### src/rtl/sum_rr_arbiter_pkg.sv
// Shared types for the sum_rr_arbiter slice: arbiter state encoding and id-width helper.
package sum_rr_arbiter_pkg;

  typedef enum logic {
    IDLE = 1'b0,
    HOLD = 1'b1
  } arb_state_t;

  // Beat counter width covers the largest supported BURST (15).
  localparam int CNT_W = 4;

  function automatic int id_w(input int n);
    int w;
    w = 1;
    while ((1 << w) < n) w++;
    return w;
  endfunction

endpackage

### src/rtl/sum_rr_arbiter_rr_pick.sv
// Combinational round-robin pick: first set request at or after start, wrapping N-1 -> 0.
module rr_pick
  import sum_rr_arbiter_pkg::*;
#(
  parameter int N  = 4,
  parameter int IW = id_w(N)
) (
  input  logic [N-1:0]  req,
  input  logic [IW-1:0] start,
  output logic [IW-1:0] winner,
  output logic          any
);

  logic [IW-1:0] idx;

  // Walk offsets from farthest to nearest so the nearest set request wins.
  always_comb begin
    winner = '0;
    any    = 1'b0;
    idx    = '0;
    for (int k = N - 1; k >= 0; k--) begin
      idx = IW'((int'(start) + k) % N);
      if (req[idx]) begin
        winner = idx;
        any    = 1'b1;
      end
    end
  end

endmodule

### src/rtl/sum_rr_arbiter.sv
// Round-robin arbiter with burst hold feeding a registered adder (out = a + b mod 2^LEN).
// Optional carry output enabled by defining SUM_RR_ARBITER_CARRY_EN.
module sum_rr_arbiter
  import sum_rr_arbiter_pkg::*;
#(
  parameter int  LEN   = 8,
  parameter int  N     = 4,
  parameter int  BURST = 2,
  localparam int IW    = id_w(N)
) (
  input  logic             clk,
  input  logic             rst,
  input  logic [N-1:0]     req_valid,
  input  logic [N*LEN-1:0] req_a,
  input  logic [N*LEN-1:0] req_b,
  output logic [N-1:0]     req_ready,
  input  logic             out_ready,
  output logic             out_valid,
  output logic [LEN-1:0]   out_data,
`ifdef SUM_RR_ARBITER_CARRY_EN
  output logic             out_carry,
`endif
  output logic [IW-1:0]    out_id
);

  function automatic logic [LEN:0] sum_full(input logic [LEN-1:0] a, input logic [LEN-1:0] b);
    return {1'b0, a} + {1'b0, b};
  endfunction

  function automatic logic [IW-1:0] nxt_id(input logic [IW-1:0] id);
    return (int'(id) == N - 1) ? '0 : id + 1'b1;
  endfunction

  arb_state_t       state;
  logic [IW-1:0]    ptr;
  logic [IW-1:0]    owner;
  logic [CNT_W-1:0] cnt;

  logic [IW-1:0]    winner;
  logic [IW-1:0]    gnt_id;
  logic             any_vld;
  logic             load_en;
  logic             grant;
  logic             last_beat;
  logic [LEN-1:0]   a_arr [N];
  logic [LEN-1:0]   b_arr [N];
  logic [LEN:0]     sum_p0;

  rr_pick #(
    .N  (N),
    .IW (IW)
  ) u_pick (
    .req    (req_valid),
    .start  (ptr),
    .winner (winner),
    .any    (any_vld)
  );

  always_comb begin
    for (int i = 0; i < N; i++) begin
      a_arr[i] = req_a[i*LEN +: LEN];
      b_arr[i] = req_b[i*LEN +: LEN];
    end
  end

  assign load_en   = !out_valid || out_ready;
  assign last_beat = (cnt + 1'b1) == CNT_W'(BURST);

  // Stage p0: grant selection and operand sum.
  always_comb begin
    req_ready = '0;
    grant     = 1'b0;
    gnt_id    = winner;
    if (!rst) begin
      if (state == IDLE) begin
        if (any_vld) begin
          req_ready[winner] = load_en;
          grant             = load_en;
        end
      end else begin
        gnt_id           = owner;
        req_ready[owner] = load_en;
        grant            = load_en && req_valid[owner];
      end
    end
    sum_p0 = sum_full(a_arr[gnt_id], b_arr[gnt_id]);
  end

`ifndef SUM_RR_ARBITER_CARRY_EN
  logic unused_carry;
  assign unused_carry = sum_p0[LEN];
`endif

  // Stage p1: registered result and arbitration state.
  always_ff @(posedge clk) begin
    if (rst) begin
      state     <= IDLE;
      ptr       <= '0;
      owner     <= '0;
      cnt       <= '0;
      out_valid <= 1'b0;
      out_data  <= '0;
      out_id    <= '0;
`ifdef SUM_RR_ARBITER_CARRY_EN
      out_carry <= 1'b0;
`endif
    end else begin
      if (load_en) begin
        out_valid <= grant;
        if (grant) begin
          out_data  <= sum_p0[LEN-1:0];
          out_id    <= gnt_id;
`ifdef SUM_RR_ARBITER_CARRY_EN
          out_carry <= sum_p0[LEN];
`endif
        end
      end

      case (state)
        IDLE: begin
          if (grant) begin
            if (BURST > 1) begin
              state <= HOLD;
              owner <= winner;
              cnt   <= CNT_W'(1);
            end else begin
              ptr <= nxt_id(winner);
            end
          end
        end
        HOLD: begin
          // A dropped owner request ends the burst with a one-cycle bubble.
          if (load_en) begin
            if (!req_valid[owner] || last_beat) begin
              state <= IDLE;
              ptr   <= nxt_id(owner);
              cnt   <= '0;
            end else begin
              cnt <= cnt + 1'b1;
            end
          end
        end
        default: state <= IDLE;
      endcase
    end
  end

endmodule
### config.mk
export PLATFORM = sky130hd
export DESIGN_NAME = sum_rr_arbiter
export DESIGN_NICKNAME = d
export VERILOG_FILES = /design/src/rtl/sum_rr_arbiter_pkg.sv /design/src/rtl/sum_rr_arbiter_rr_pick.sv /design/src/rtl/sum_rr_arbiter.sv
export SDC_FILE = /design/constraint.sdc
export NUM_CORES = 1
export LEC_CHECK = 0
export ABC_AREA = 1
export BUFFER_PORTS_ARGS = -buffer_cell sky130_fd_sc_hd__buf_2
export CORE_UTILIZATION = 45
export DETAILED_ROUTE_END_ITERATION = 6
export GPL_TIMING_DRIVEN = 1
export PLACE_DENSITY = 0.76
export SYNTH_ARGS = -nofsm -noshare
export SYNTH_HDL_FRONTEND = slang
export SYNTH_HIERARCHICAL = 1
export SYNTH_SLANG_ARGS = --single-unit
### constraint.sdc
create_clock -name clk -period 10.2 [get_ports clk]
set_input_delay 3.06 -clock clk [delete_from_list [all_inputs] [get_ports clk]]
set_output_delay 3.06 -clock clk [all_outputs]
set_load 0.05 [all_outputs]
==> flow_summary.yaml <==
cells_and_area:
  num_antenna_cells: 0
  stdcell_count: 458
  multi_input_area_um2: 1400
  drive_above_1_share_pct: 28.6
  synthToLayoutAreaGrowth_pct: 22.5
  nets: 492
  seq_area_um2: 400
  fillers: 456
synth:
  syn-num-nets: 415
  async_flop_share_pct: 0
  yosysSeqAreaShare_pct: 19.5
  netlist_instances: 330
  yosys_register_bits: 20
  ys_top_cells_by_area: "dfxtp_1 (19%), nand2_1 (11%), nand3_1 (9.0%), ha_1 (7.9%), o21ai_0 (7.5%)"
  synth_top_area_cell: "dfxtp_1"
  syn_avg_cell_area_um2: 6.23
  ys_types: 35
  synth_edf_count: 0
  yosys_most_used_dff: "dfxtp_1"
  syn_area_um2: 2060
  yosysWarnings: 6
  synth_top_area_share_pct: 19.5
drt:
  antenna_left: 0
  drt_wl_total_mm: 5.17
  drtIter0Drc: 96
  wire_per_inst_um: 11.3
  vias: 2379
  drc: 0
  dr.pass1.iters: 4
  vias_per_cell: 5.19
die:
  num_rows: 24
  die_h_um: 69.6
  core-area_um2: 4380
  ioPinCount: 86
  start_util_pct: 46.9
  die_w_um: 69.6
  dieArea_um2: 4850
critical_path:
  r2r_end: "out_data[6]$_SDFFE_PP0P_"
  r2r_cells: 23
  arrival_ns: 4.49
  cp_max_fo: 4
  crit_start: "req_valid[1]"
  reg2reg_from: "ptr[0]$_SDFFE_PP0P_"
  critPathRequiredTime_ns: 7.14
  rrSetupSlack_ns: 6.52
  critPathKind: "in2out"
  cp-end-kind: "primary output"
  worstSetupStartpointType: "input pin"
global_routing:
  grt_max_degree: 33
  antenna_found_initial: 0
  grt_pass1_vias: 2260
  grt_overflow_total: 0
  grt_pass1_wl_mm: 9.11
  grtUsageTotal_pct: 22.3
worst_hold_path:
  hold_path_class: "reg2reg"
  min_to: "out_data[0]$_SDFFE_PP0P_"
  hp-start: "out_data[0]$_SDFFE_PP0P_"
  holdPathStages: 2
timing:
  clock_skew_ns: 0.00106
  setup_viol_count_final: 0
  setup-tns-final_ns: 0
  hold_viol_final: 0
  min_period_ns: 7.55
  rsz0062_at_grt: "false"
  fmax_mhz: 132
  tightestPinTransition_ns: 0.624
  relSlewSlack_pct: 58.4
  whs_ns: 0.471
  report.final.slew_viol_count: 0
  fin_crit_sh_pct: 74.0
clock_tree:
  cts_hold_buf: 0
  postCtsSetupRepairBufs: 0
  clock_path_buffers: 2
  root_buffer: "clkbuf_8"
  cts_sinks: 20
  insertion_delay_ns: 0.26
  cts_tree: "built"
  cts_resized: 0
  clk_pin_slew_ns: 0.08
  htree_levels: 1
  cts_buffers: 3
placed_design:
  routabilityCongestion: 0.885
  io_buffers: 85
  placed_cells: 454
  dp_hpwl_mm: 4.11
job:
  drv_cap: 0
run_status:
  status: "completed"
[critical path, cell delays in order]
cell	delay (ns)
buf_2	0.11
inv_1	0.06
nand2_1	0.06
and2_4	0.19
nand2_2	0.06
nand2_2	0.05
inv_2	0.05
nand2_1	0.05
nand2_1	0.05
nand2_1	0.10
inv_1	0.16
nand3_1	0.10
a21oi_1	0.12
buf_2	0.27
[per-layer routing]
| metal | up-vias | wire (um) | track usage [%] |
|---|---|---|---|
| li1 | 1248 | - | - |
| met1 | 1064 | 2260 | 25.6 |
| met2 | 65 | 2710 | 43.9 |
| met3 | 2 | 194 | 3.34 |
| met4 | 0 | 7 | 3.11 |
| met5 | - | 0 | 0 |
[cell usage after synthesis, drive strengths merged, types with 2 or more instances]
| cell type | instances |
|---|---|
| buf | 12 |
| dfxtp | 20 |
| a32oi | 2 |
| a21o | 2 |
| or2 | 3 |
| xor2 | 4 |
| nand3 | 39 |
| and2 | 2 |
| o21ai | 44 |
| a21oi | 12 |
| nand4 | 3 |
| a31oi | 2 |
| nor2 | 41 |
| o22ai | 12 |
| nand2 | 69 |
| inv | 40 |
| ha | 13 |
| o211ai | 2 |
| xnor2 | 4 |
[cell families after synthesis]
logic type	share of synthesized area, %
simple gates	35.0
flops	19.5
compound gates	20.7
buf+inv	12.5
xor+xnor	3.41
fa+ha+maj	8.88
[sequential cells by signal, summed over array words and instances (netlist names)]
| name | cells |
|---|---|
| out_data | 8 |
| cnt | 4 |
| out_id | 2 |
| owner | 2 |
| ptr | 2 |
| out_valid | 1 |
| state | 1 |
[area by class of cell]
class,count,share of cell area (%)
Clock inverter,1,1.19
Inverter,41,6.26
Sequential cell,20,15.9
Multi-Input combinational cell,256,55.6
Clock buffer,3,1.64
Timing Repair Buffer,85,16.9
Tap cell,52,2.58
[layout by cell type, fill, tap and decap left out, drive strengths merged]
cell type | Yosys | layout
xor2 | 4 | 4
nand4 | 3 | 3
buf | 12 | 85
nor2 | 41 | 41
nand3b | 1 | 1
nand2 | 69 | 69
or2 | 3 | 3
o211ai | 2 | 2
clkinv | 1 | 1
dfxtp | 20 | 20
ha | 13 | 13
nand3 | 39 | 39
a21o | 2 | 2
o22ai | 12 | 12
xnor2 | 4 | 4
o21ai | 44 | 44
a21oi | 12 | 12
and2 | 2 | 2
inv | 40 | 40
fa | 1 | 1
clkbuf | 1 | 3
a32oi | 2 | 2
a31oi | 2 | 2
bufinv | 0 | 1
[stage by stage]
stage	setup WS (ns)	area, um2	util, %
floorplan	2.53	2060	-
global placement	2.74	2450	55.9
detailed placement	2.68	2450	55.9
CTS	2.67	2520	57.5
global route	2.50	2520	57.5
finish	2.65	2520	57.5
[worst max-delay path by stage]
stage | to | slack (ns) | cells after the start
floorplan | req_ready[0] | 2.53 | 12
global placement | req_ready[0] | 2.74 | 14
detailed placement | req_ready[0] | 2.68 | 14
CTS | req_ready[0] | 2.67 | 14
global route | req_ready[2] | 2.50 | 14
finish | req_ready[0] | 2.65 | 14
Power is left out: the tool's default activity adds up to more than one toggle a clock period on the data nets, which glitch-free logic cannot reach.
